**config.mk**
```make
export PLATFORM = sky130hd
export DESIGN_NAME = mem_stage
export DESIGN_NICKNAME = d
export VERILOG_FILES = /design/src/rtl/mem_stage.sv
export SDC_FILE = /design/constraint.sdc
export NUM_CORES = 1
export LEC_CHECK = 0
export CAP_MARGIN = 20
export CORE_MARGIN = 5
export CORE_UTILIZATION = 39
export DETAILED_ROUTE_END_ITERATION = 16
export PLACE_DENSITY = 0.8
export SYNTH_ARGS = -nofsm -noshare
export SYNTH_HDL_FRONTEND = slang
export SYNTH_SLANG_ARGS = --single-unit
```
**constraint.sdc**
```tcl
create_clock -name clk -period 6.6 [get_ports clk]
set_clock_uncertainty 0.2 [all_clocks]
set_input_delay 1.32 -clock clk [delete_from_list [all_inputs] [get_ports clk]]
set_output_delay 1.32 -clock clk [all_outputs]
set_load 0.02 [all_outputs]
```
**src/rtl/mem_stage.sv**
```systemverilog
// mem_stage: memory-access stage of the five-stage pipeline.
// It takes the EXE stage register outputs and runs loads and stores against a
// data memory over a req/ack handshake. While an access is outstanding it
// freezes the upstream pipeline with stall. Non-memory instructions pass to
// the MEM->WB register in one cycle.
//
// Ports:
//   clk, rst                        clock, async active-high reset
//   exe_*, Instruction_in           EXE stage register contents
//   stall                           combinational upstream hold
//   mem_req/mem_we/mem_addr/mem_wdata  registered memory request
//   mem_rdata/mem_ack               memory response (single-cycle ack)
//   wb_*, Instruction               registered MEM->WB boundary
//
// state | meaning
// IDLE  | no access outstanding; EXE contents are accepted each cycle
// BUSY  | request on the bus, waiting for mem_ack; upstream is stalled
module mem_stage #(
    parameter int DATA_W = 32,
    parameter int REG_W  = 4
) (
    input  logic              clk,
    input  logic              rst,
    input  logic              exe_valid,
    input  logic              exe_mem_read,
    input  logic              exe_mem_write,
    input  logic              exe_wb_en,
    input  logic [DATA_W-1:0] exe_alu_result,
    input  logic [DATA_W-1:0] exe_store_data,
    input  logic [REG_W-1:0]  exe_dest,
    input  logic [DATA_W-1:0] Instruction_in,
    output logic              stall,
    output logic              mem_req,
    output logic              mem_we,
    output logic [DATA_W-1:0] mem_addr,
    output logic [DATA_W-1:0] mem_wdata,
    input  logic [DATA_W-1:0] mem_rdata,
    input  logic              mem_ack,
    output logic              wb_valid,
    output logic              wb_wb_en,
    output logic              wb_mem_read,
    output logic [DATA_W-1:0] wb_alu_result,
    output logic [DATA_W-1:0] wb_mem_data,
    output logic [DATA_W-1:0] Instruction,
    output logic [REG_W-1:0]  wb_dest
);

    typedef enum logic {IDLE = 1'b0, BUSY = 1'b1} state_t;

    state_t state, state_nxt;
    logic   memop;
    logic   accept;     // IDLE with a memory op: launch a request
    logic   complete;   // BUSY with ack: retire the held instruction
    logic   pass;       // IDLE without a memory op: straight pass-through

    assign memop = exe_valid & (exe_mem_read | exe_mem_write);

    always_comb begin
        state_nxt = state;
        stall     = 1'b0;
        accept    = 1'b0;
        complete  = 1'b0;
        pass      = 1'b0;
        case (state)
            IDLE: begin
                if (memop) begin
                    accept    = 1'b1;
                    stall     = 1'b1;
                    state_nxt = BUSY;
                end else begin
                    pass = 1'b1;
                end
            end
            BUSY: begin
                if (mem_ack) begin
                    complete  = 1'b1;
                    state_nxt = IDLE;
                end else begin
                    stall = 1'b1;
                end
            end
            default: state_nxt = IDLE;
        endcase
    end

    always_ff @(posedge clk or posedge rst) begin
        if (rst) begin
            state <= IDLE;
        end else begin
            state <= state_nxt;
        end
    end

    // Memory request registers: loaded on accept, frozen while BUSY.
    // A write wins when both read and write are flagged.
    always_ff @(posedge clk or posedge rst) begin
        if (rst) begin
            mem_req   <= 1'b0;
            mem_we    <= 1'b0;
            mem_addr  <= '0;
            mem_wdata <= '0;
        end else if (accept) begin
            mem_req   <= 1'b1;
            mem_we    <= exe_mem_write;
            mem_addr  <= {exe_alu_result[DATA_W-1:2], 2'b00};
            mem_wdata <= exe_store_data;
        end else if (complete) begin
            mem_req <= 1'b0;
        end
    end

    // MEM->WB register. On completion the EXE inputs are still the ones that
    // launched the access because upstream has been held by stall.
    always_ff @(posedge clk or posedge rst) begin
        if (rst) begin
            wb_valid      <= 1'b0;
            wb_wb_en      <= 1'b0;
            wb_mem_read   <= 1'b0;
            wb_alu_result <= '0;
            wb_mem_data   <= '0;
            Instruction   <= '0;
            wb_dest       <= '0;
        end else if (pass || complete) begin
            wb_valid      <= exe_valid;
            wb_wb_en      <= exe_wb_en;
            wb_mem_read   <= exe_mem_read;
            wb_alu_result <= exe_alu_result;
            wb_mem_data   <= (complete && !mem_we) ? mem_rdata : '0;
            Instruction   <= Instruction_in;
            wb_dest       <= exe_dest;
        end else begin
            wb_valid      <= 1'b0;
            wb_wb_en      <= 1'b0;
            wb_mem_read   <= 1'b0;
            wb_alu_result <= '0;
            wb_mem_data   <= '0;
            Instruction   <= '0;
            wb_dest       <= '0;
        end
    end

endmodule

```
## Word-level counts from Yosys, hierarchy flattened

Index checks and enable logic that the tools add are counted.

| word-level totals | value |
|---|---|
| register bits | 168 |
| output and inout port bits | 170 |
| word-level logic and storage cells | 37 |

| cells by class | value |
|---|---|
| muxes and demuxes | 18 |
| bitwise operators | 3 |
| reduce and logical (&&, ||, !) cells | 4 |

Operators with widths:

| operator | number |
|---|---|
| 2-to-1 mux 32 bit | 4 |
| 2-to-1 mux 1 bit | 12 |
| 2-to-1 mux 4 bit | 1 |
| case mux 1 bit (2 select lines) | 1 |
| nonzero test 2 bit | 1 |
| AND 1 bit | 1 |
| logical AND 1 bit | 1 |
| zero test 1 bit | 1 |
| logical OR 1 bit | 1 |
| inverter 1 bit | 1 |
| OR 1 bit | 1 |

## Logic depth before layout (Yosys ltp)

Gate-level depths: netlist of run 1.

| depth | value |
|---|---|
| depth in word-level cells | 6 |
| depth in mapped cells | 5 |

## Least setup slack after synthesis of run 1

Ideal clock, no wire load.

| timing | value |
|---|---|
| path kind | input -> output |
| from | input exe_mem_write |
| to | output stall |
| setup slack | 2.929 ns |
| path buffers | 1 |
| cell stages on the path | 4 |
| arrival | 2.151 ns |
| cells stage by stage | or2_4 a21oi_2 clkbuf_1 inv_1 |

| on the way | value |
|---|---|
| word-level cells in the longest chain between the ends | 4 |

RTL lines:

| item | RTL line | RTL |
|---|---|---|
| start, declared | 26 | `input logic exe_mem_write,` |
| OR 1 bit | 56 | `assign memop = exe_valid & (exe_mem_read \| exe_mem_write);` |
| AND 1 bit | 56 |  |
| 2-to-1 mux 1 bit | 66 | `if (memop) begin` |
| case mux 1 bit (2 select lines) | 64 | `case (state)` |
| end, declared | 32 | `output logic stall,` |

No other way between the ends.

## Final worst setup path of run 1

| timing | value |
|---|---|
| from | input exe_valid |
| to | output stall |

| on the way | value |
|---|---|
| word-level cells in the longest chain between the ends | 3 |

RTL lines:

| item | RTL line | RTL |
|---|---|---|
| start, declared | 24 | `input logic exe_valid,` |
| AND 1 bit | 56 |  |
| 2-to-1 mux 1 bit | 66 |  |
| case mux 1 bit (2 select lines) | 64 |  |

No other way between the ends.

==> results.env, run 1 <==
FILLCELLCOUNT=1028
CRITPATHCAPTURETYPE='output pin'
SYN2LAYOUT_AREA_GROWTH_PCT=66.4
IO_BUFFERS=306
DR.FIRST_ITER.DRC_COUNT=166
CTS_RESIZED=0
POWER.IR.VDD_WORST_uV=158
CLK_TRANSITION_REPORTED_PATHS_PS=60
GROUTE.USAGE.OVERALL_PCT=18.8
VIAS_PER_CELL=4.51
YOSYS_REGISTER_BITS=168
SETUP-VIOLATIONS-FINAL=0
INSERTEDDIODECOUNT=0
INSERTION_DELAY_PS=410
POST_SYNTH_FA_HA_MAJ_AREA_FRACTION_PCT=0
GR-TOTAL-OVERFLOW=0
PATH_CLASS='input pin to output pin'
AVERAGE_INSTANCE_AREA_AFTER_SYNTHESIS_UM2=15.9
POWER.STATIC_LEAKAGE_nW=4.29
TIMING.MAX_CAP.VIOLATIONS=0
PWR_DENSITY_CELL_nW_PER_UM2=324
SYNTH_SIMPLE_GATE_AREA_SHARE_PCT=11.9
TRITONCTS='yes'
MULTI_INPUT_COMB_AREA_UM2=1550
DIE_AREA_UM2=17600
FINAL_CORE_UTIL_PCT=66.6
SYNTHMUXAREASHARE_PCT=13.8
SYNTH_TOP_FAMILY_BY_AREA='multiplexers'
YOSYSUNIQUECELLTYPES=21
CTS.REPAIR_TIMING.SETUP_BUFFER_COUNT=0
DETAILEDPLACEMENTHPWL_UM=12200
DRIVE_ABOVE_1_SHARE_PCT=14.7
CLOCK_TREE.ROOT_CELL='sky130_fd_sc_hd__clkbuf_16'
SYNTH_CELLS=368
YOSYSSEQAREASHARE_PCT=71.7
FIRST_PASS_ITERS=4
MAX_SLEW.WORST_PIN.SLEW_PS=674
FINALMAXSLEWVIOLATIONS=0
VIA_COUNT_OF_THE_FIRST_GLOBAL_ROUTING_PASS=4374
PLACEMENTROWS=44
FMAXACHIEVABLE_GHz=0.222
REGTOREGSTARTPOINT='state$_DFF_PP0_'
CTS_MAX_LEVEL=4
STORAGE_ELEMENT_AREA_UM2=4200
IOS=309
YOSYS_WARNINGS=0
CRIT_ARRIVAL_PS=2990
ROUTED_WIRE_LENGTH_PER_INSTANCE_UM=18.9
GLOBALPLACE.CONGESTION=0.750
CTS-ROOT-TO-SINK-BUFFERS=2
SLEW-LIMIT-HEADROOM_PCT=55.1
HOLD_START='mem_req$_DFFE_PP0P_'
NETS=819
SYNTH_XOR_AREA_SHARE_PCT=0
CRIT_PATH_START='exe_valid'
VIAS=3956
LAYOUT_MIN_CYCLE_TIME_PS=4510
PATH_MAX_FANOUT=6
CP.REQUIRED_PS=5080
HP-CLASS='flop to flop'
CRITICAL_PATH.CELL_CHAIN='clkdlybuf4s50_1 -> nor2b_2 -> a21oi_4 -> inv_1 -> clkdlybuf4s50_1'
CTS.SINK_COUNT=168
CTS_MADE_BUFFERS=17
CTS_HOLD_REPAIR.BUFFERS=0
GRT_SETUP_UNREPAIRED='no'
WL_UM=16500
GRT_MAX_DEGREE=115
DIE-WIDTH_UM=133
SYNTHESIS.AREA_UM2=5860
STATUS='completed'
FINAL_MIN_PERIOD_OVER_CLOCK_PERIOD_PCT=68.4
COMPOUND_GATE_FRACTION_OF_SYNTH_AREA_PCT=0.427
ROUTE.ANTENNA.REMAINING_NETS=0
FLOORPLAN.INITIALDENSITY_PCT=40.0
CORE-AREA_UM2=14600
GRT_ANTENNA_BEFORE_REPAIR=0
FINALHOLDVIOLCOUNT=0
CRIT_TOP_CELL='sky130_fd_sc_hd__clkdlybuf4s50_1'
GRT_FIRST_PASS_WIRELENGTH_UM=25500
WORST_PATH_MAX_DELAY_CELL='sky130_fd_sc_hd__clkdlybuf4s50_1'
CRIT_PATH_START_KIND='input pin'
DETAIL_ROUTE.DRC_VIOLATIONS=0
CRIT_PATH_MAX_INCR_DELAY_PS=660
TOTALNEGATIVESETUPSLACK_PS=0
DIE_HEIGHT_UM=133
==> path summary, 6_finish.rpt <==
path | end | slack (ps) | cells after the start
worst max-delay path | stall | 2090 | 5
worst min-delay path | mem_req$_DFFE_PP0P_ | 280 | 2
worst max register to register | mem_wdata[30]$_DFFE_PP0P_ | 4530 | 3
worst min register to register | mem_req$_DFFE_PP0P_ | 280 | 2
max in group asynchronous | Instruction[3]$_DFF_PP0_ | 3810 | 4
min in group asynchronous | mem_wdata[11]$_DFFE_PP0P_ | 1020 | 2
==> worst max-delay path: cells and delay by family <==
| family | cells | cell delay, ps |
|---|---|---|
| buffers and inverters | 3 | 1240 |
| AOI/OAI and AO/OA | 1 | 100 |
| and+or+nand+nor | 1 | 340 |
==> metrics by stage <==
step	setup WS [ps]	power, mW	cells	hold slack (ps)	instance area, µm²
final	2090	3.16	877	282	9760
after global routing	1990	3.29	877	323	9760
after CTS	2070	3.20	876	291	9730
after detailed placement	2080	2.12	844	271	9090
after global placement	2140	2.10	844	268	9090
after floorplan	533	1.66	369	365	5870
==> final cells by class <==
class / count / area share, %
clock inverter: 10 / 1.71
inverter: 2 / 0.128
timing repair buffer: 311 / 32.0
multi-input combinational: 180 / 15.9
tap: 184 / 2.36
clock buffer: 22 / 4.86
sequential: 168 / 43.1
==> synth_stat cells <==
cell type                  number  area share (%)
sky130_fd_sc_hd__buf_6          4            0.77
sky130_fd_sc_hd__nor2_1         1           0.064
sky130_fd_sc_hd__mux2_4        30             7.7
sky130_fd_sc_hd__nand2_1        5            0.32
sky130_fd_sc_hd__a21oi_2        1            0.15
sky130_fd_sc_hd__conb_1         1           0.064
sky130_fd_sc_hd__inv_1          2            0.13
sky130_fd_sc_hd__or2_4          1            0.15
sky130_fd_sc_hd__or3_1          1            0.11
sky130_fd_sc_hd__nor3b_1        1            0.13
sky130_fd_sc_hd__buf_4          2            0.26
sky130_fd_sc_hd__and2_4         1            0.15
sky130_fd_sc_hd__dfrtp_1      168              72
sky130_fd_sc_hd__a21boi_0       1            0.13
sky130_fd_sc_hd__nor2b_1        1            0.11
sky130_fd_sc_hd__buf_2          3            0.26
sky130_fd_sc_hd__a22o_1         1            0.15
sky130_fd_sc_hd__and2_1       101              11
sky130_fd_sc_hd__mux2_2        32             6.1
sky130_fd_sc_hd__nor2b_2        1            0.15
sky130_fd_sc_hd__clkbuf_1      10            0.64
==> where the power goes <==
| group | total, mW | switching, mW | internal, mW |
|---|---|---|---|
| clock network | 1.07 | 0.399 | 0.666 |
| logic | 0.845 | 0.387 | 0.458 |
| registers | 1.25 | 0.0721 | 1.18 |
| total | 3.16 | 0.858 | 2.30 |
==> placed cells by master (no fill, tap or decap), drive strengths merged <==
cell             n
nor3b            1
inv              3
a21oi            1
dfrtp          168
clkbuf          22
clkinvlp         2
buf              5
clkinv           3
nor2b            2
or3              1
nand2            5
nor2             1
conb             2
mux2            62
a21boi           1
a22o             1
and2           102
or2              1
clkdlybuf4s50  306
bufinv           4
==> registers in the layout, indices dropped and copies added, names as in the netlist <==
| register | count |
|---|---|
| wb_valid | 1 |
| wb_wb_en | 1 |
| Instruction | 32 |
| wb_alu_result | 32 |
| wb_mem_read | 1 |
| mem_wdata | 32 |
| state | 1 |
| wb_dest | 4 |
| mem_req | 1 |
| mem_we | 1 |
| mem_addr | 30 |
| wb_mem_data | 32 |
==> routing by layer <==
metal | GRT usage (%) | wire (µm) | vias to the layer above
met5 | 0 | 0 | -
met3 | 7.82 | 1490 | 30
met1 | 21.1 | 6250 | 1943
met4 | 7.33 | 348 | 0
li1 | - | - | 1800
met2 | 32.0 | 8460 | 183
==> cells by family (layout without fill, tap and decap cells) <==
| group | after synthesis | after routing |
|---|---|---|
| AO/OA/AOI/OAI | 3 | 3 |
| buffers and inverters | 21 | 345 |
| flip-flops | 168 | 168 |
| multiplexers | 62 | 62 |
| other | 1 | 2 |
| AND/OR/NAND/NOR | 113 | 113 |
No activity file was read; power rests on OpenSTA's default activity.
==> run 2: changes to the inputs <==
Settings changed: CORE_UTILIZATION 39 to 35, PLACE_DENSITY 0.8 to 0.75.
Clock period 6.6 ns to 3.87 ns, I/O delays scaled along.
==> results.env, run 2 (synthesized netlist as in run 1, its figures left out) <==
STATUS='completed'  # unchanged
DETAILEDPLACEMENTHPWL_UM=12200  # about the same
DR.FIRST_ITER.DRC_COUNT=104  # was 166
DIE_AREA_UM2=19400  # was 17,600 µm²
CTS_HOLD_REPAIR.BUFFERS=0  # unchanged
IOS=309  # unchanged
STDCELL_COUNT=912  # was 877
CTS_MADE_BUFFERS=17  # unchanged
DIE_HEIGHT_UM=139  # was 133 µm
CLK_TRANSITION_REPORTED_PATHS_PS=60  # about the same
FIRST_PASS_ITERS=4  # unchanged
POWER.STATIC_LEAKAGE_nW=4.28  # was 4.29 nW
TRITONCTS='yes'  # unchanged
CTS.REPAIR_TIMING.SETUP_BUFFER_COUNT=0  # unchanged
GRT_ANTENNA_BEFORE_REPAIR=0  # unchanged
VIA_COUNT_OF_THE_FIRST_GLOBAL_ROUTING_PASS=4418  # was 4,374
GR-TOTAL-OVERFLOW=0  # unchanged
CTS_MAX_LEVEL=4  # unchanged
LAYOUT.CELLS.MOST_COMMON='sky130_fd_sc_hd__clkdlybuf4s50_1'  # unchanged
NETS=819  # unchanged
CTS.SINK_COUNT=168  # unchanged
WL_UM=16100  # was 16,500 µm
LAYOUT_MIN_CYCLE_TIME_PS=3350
CP.REQUIRED_PS=2900  # was 5080 ps
SETUP-VIOLATIONS-FINAL=0  # unchanged
CLOCK_TREE.ROOT_CELL='sky130_fd_sc_hd__clkbuf_16'  # unchanged
MAX_SLEW.WORST_PIN.SLEW_PS=942  # was 674 ps
R2R_CELLS=3  # unchanged
SHARE_COMB_OF_TOTAL_POWER_PCT=27.0  # was 26.7%
CTS_RESIZED=0  # unchanged
IO_BUFFERS=306  # unchanged
SETUP.REG_TO_REG.WORST_SLACK_PS=1840  # was 4530 ps
DETAIL_ROUTE.DRC_VIOLATIONS=0  # unchanged
HOLD_START='mem_req$_DFFE_PP0P_'  # unchanged
GROUTE.USAGE.OVERALL_PCT=16.5  # was 18.8%
PWR_DENSITY_CELL_nW_PER_UM2=543  # was 324 nW/µm²
POWER.IR.VDD_WORST_uV=329  # was 158 µV
POWER.SWITCHING_mW=1.43  # was 0.858 mW
FMAXACHIEVABLE_GHz=0.299
CRIT_PATH_START_KIND='input pin'  # unchanged
CRITPATHCAPTURETYPE='output pin'  # unchanged
GRT_FIRST_PASS_WIRELENGTH_UM=24800  # was 25,500 µm
PLACE_INST=881  # was 844
CELL_INTERNAL_PWR_mW=3.89  # was 2.30 mW
FINAL_MIN_PERIOD_OVER_CLOCK_PERIOD_PCT=86.4
NET_SWITCHING_SHARE_OF_THE_TOTAL_POWER_PCT=26.9  # was 27.1%
REGTOREGSTARTPOINT='state$_DFF_PP0_'  # unchanged
SYN2LAYOUT_AREA_GROWTH_PCT=66.9  # was 66.4%
VIAS_PER_CELL=4.32  # was 4.51
GRT_MAX_DEGREE=70  # was 115
SLEW-LIMIT-HEADROOM_PCT=37.1  # was 55.1%
POWER_FRAC_SEQ_PCT=40.1  # was 39.6%
HP-CLASS='flop to flop'  # unchanged
TOTALNEGATIVESETUPSLACK_PS=0  # unchanged
ROUTE.ANTENNA.REMAINING_NETS=0  # unchanged
TIMING.MAX_CAP.VIOLATIONS=0  # unchanged
INSERTION_DELAY_PS=400  # was 410 ps
CRIT_PATH_START='exe_valid'  # unchanged
LAYOUT_COMMON_CELLS='sky130_fd_sc_hd__clkdlybuf4s50_1, sky130_fd_sc_hd__dfrtp_1, sky130_fd_sc_hd__and2_1'  # unchanged
FINALHOLDVIOLCOUNT=0  # unchanged
GRT_SETUP_UNREPAIRED='no'  # unchanged
VIAS=3940  # was 3,956
DRIVE_ABOVE_1_SHARE_PCT=14.9  # was 14.7%
WORST_R2R_ENDPOINT='mem_wdata[30]$_DFFE_PP0P_'  # unchanged
ROUTED_WIRE_LENGTH_PER_INSTANCE_UM=17.7  # was 18.9 µm
DIE-WIDTH_UM=139  # was 133 µm
HOLD-PATH-ENDPOINT='mem_req$_DFFE_PP0P_'  # unchanged
FINALMAXSLEWVIOLATIONS=0  # unchanged
HOLD_PATH_DEPTH=2  # unchanged
PATH_CLASS='input pin to output pin'  # unchanged
FLOORPLAN.INITIALDENSITY_PCT=35.5  # was 40.0%
CTS-ROOT-TO-SINK-BUFFERS=2  # unchanged
CORE-AREA_UM2=16500  # was 14,600 µm²
PATH_MAX_FANOUT=6  # unchanged
INSERTEDDIODECOUNT=0  # unchanged
GLOBALPLACE.CONGESTION=0.819  # was 0.750
CLKPWRFRAC_PCT=32.9  # was 33.7%
FIN_HOLD_WS_PS=282  # about the same
CRIT_ARRIVAL_PS=2370  # was 2990 ps
PLACEMENTROWS=47  # was 44
-- run 2: changes by cell type in the layout (fill, tap and decap cells not counted), sizes merged --
cell	change
clkbuf	-3
clkinv	+3
clkinvlp	+1
inv	-2
-- run 2: final cells by class --
type | count | area (µm²)
repair buffers | 311 | 3130
clock buffers | 19 | 443
clock inverters | 12 | 176
well taps | 220 | 275
fillers | 1285 | 6740
flip-flops and latches | 168 | 4200
multi-input cells | 180 | 1550
inverters | 2 | 11.3
-- run 2: metal layers --
layer	up-vias	global-route usage [%]	wire length (µm)
met3	19	7.34	1500
li1	1792	-	-
met1	1938	17.7	6100
met2	191	28.9	8290
met4	0	5.46	245
met5	-	0	0
-- run 2: power by group through the flow --
stage,combinational [mW],sequential [mW],clock (mW)
after floorplan,0.357,2.47,0
after global placement,1.43,2.15,0
after detailed placement,1.45,2.16,0
after CTS,1.46,2.13,1.80
after global routing,1.52,2.16,1.88
final,1.44,2.13,1.75
-- run 2: worst max-delay path, stage by stage --
cell	delay, ps
sky130_fd_sc_hd__clkdlybuf4s50_1	470
sky130_fd_sc_hd__nor2b_2	300
sky130_fd_sc_hd__a21oi_4	90
sky130_fd_sc_hd__inv_1	90
sky130_fd_sc_hd__clkdlybuf4s50_1	640
-- run 2: worst max path at each step --
stage / endpoint / slack (ps) / depth (start not counted)
after detailed placement: stall / 510 / 5
after CTS: stall / 500 / 5
after floorplan: Instruction[0]$_DFF_PP0_ / 760 / 1
after global routing: stall / 420 / 5
after global placement: stall / 520 / 5
final: stall / 520 / 5
-- run 2: stage by stage --
stage	cell area, µm²	utilization (%)	power [mW]	worst slack [ps]
floorplan	5870	-	2.83	755
global placement	9170	55.5	3.58	518
detailed placement	9170	55.5	3.61	508
CTS	9790	59.2	5.39	500
global route	9790	59.2	5.56	421
finish	9790	59.2	5.32	525
==> RTL change: new RTL, config.mk and constraints of run 2 <==
Change the parameter `REG_W` from 4 to 6.
--- a/src/rtl/mem_stage.sv
+++ b/src/rtl/mem_stage.sv
@@ -18,5 +18,5 @@
 module mem_stage #(
     parameter int DATA_W = 32,
-    parameter int REG_W  = 4
+    parameter int REG_W  = 6
 ) (
     input  logic              clk,
Interface: changed (resized exe_dest and wb_dest); port bits go from 309 to 313. The function was not compared with the original's and may differ.
==> RTL change against run 2 <==
- sequential share of layout area up 0.066 points
- via count increased by 1.9%
- design area grew 1.0%
- total power decreased by 0.74%
- register-to-register slack improved by 0.07 ns
- global-route usage about the same
- sequential cell count grew 2
- die area grew 1.6%
- routed wire length rose by 1.6%
- worst setup slack better by 0.068 ns
- synthesized area is 1.8% higher
==> RTL change: results (changes against run 2) <==
stage	metric	value	unit	change
outcome	status	finished clean		
route	drtIter0Drc	102		-1.9%
sta	holdWs	0.281	ns	-0.000753 ns
placement	place_hpwl	12400	um	+1.1%
cells_and_area	fillCellCount	1277		-0.62%
power_and_ir_drop	p_clk_frac	0.315		-0.014
synth	synth_cells	372		+1.1%
route	num_vias	4014		+1.9%
setup_path	cp.arrival	2.30	ns	-0.07 ns
setup_path	reg2reg_slack	1.91	ns	+0.07 ns
synth	synthTopCellsByArea	dfrtp_1, and2_1, mux2_4, mux2_2, buf_12		
global_routing	grt_pass1_vias	4493		+1.7%
cells_and_area	drive_gt1_frac	0.155		+0.00599
placement	gp_congestion	0.791		-3.4%
cells_and_area	antennaDiodeCount	0		unchanged
synth	ys_types	22		+4.8%
route	wl_per_cell	17.7	um	+0.24%
sta	period_needed	3.28	ns	-0.0683 ns
placement	dp_slack	0.600	ns	+0.0919 ns
setup_path	cpPeakStageDelay	0.61	ns	-0.03 ns
clock_tree	clk_latency	0.41	ns	
synth	synth-seq-area-share	0.713		-0.00409
placement	dp_cells	893		+1.4%
power_and_ir_drop	p_leak	4.32	nW	+1.1%
hold_path	min_to	mem_req		
synth	yosys-top-cells-count	dfrtp_1, and2_1, mux2_2		
global_routing	grt.total_usage	0.165		about the same
sta	worst_pin_slew	0.912	ns	-0.0302 ns
power_and_ir_drop	irDropWorstVdd	279	uV	-15%
power_and_ir_drop	p_per_area	534	mW/mm2	-1.8%
placement	placed_cell_area	0.00931	mm2	+1.5%
==> RTL change: cell type report <==
type / instances / area [um2] / area share
flip-flops and latches: 170 / 4250 / 0.430
repair buffers: 319 / 3200 / 0.323
multi-input cells: 182 / 1570 / 0.159
clock buffers: 18 / 439 / 0.0444
well taps: 220 / 275 / 0.0278
clock inverters: 13 / 144 / 0.0145
inverters: 2 / 11.3 / 0.00114
==> RTL change: cells by family after synthesis <==
logic type | Yosys count | synth area share
AND/OR/NAND/NOR | 115 | 0.121
flip-flops | 170 | 0.713
AO/OA/AOI/OAI | 3 | 0.00566
multiplexers | 62 | 0.136
other | 1 | 0.000628
buffers and inverters | 21 | 0.0245
==> RTL change: worst reg2reg max path, stage by stage (launching register included) <==
cell and delay, ns:
dfrtp_1 0.43, nor2b_4 0.21, and2_4 0.56, mux2_2 0.45
==> RTL change: per-layer routing <==
metal,track usage,wire length [um]
met5,0,0
met3,0.0728,1640
met2,0.266,7950
met4,0.0811,630
met1,0.186,6170
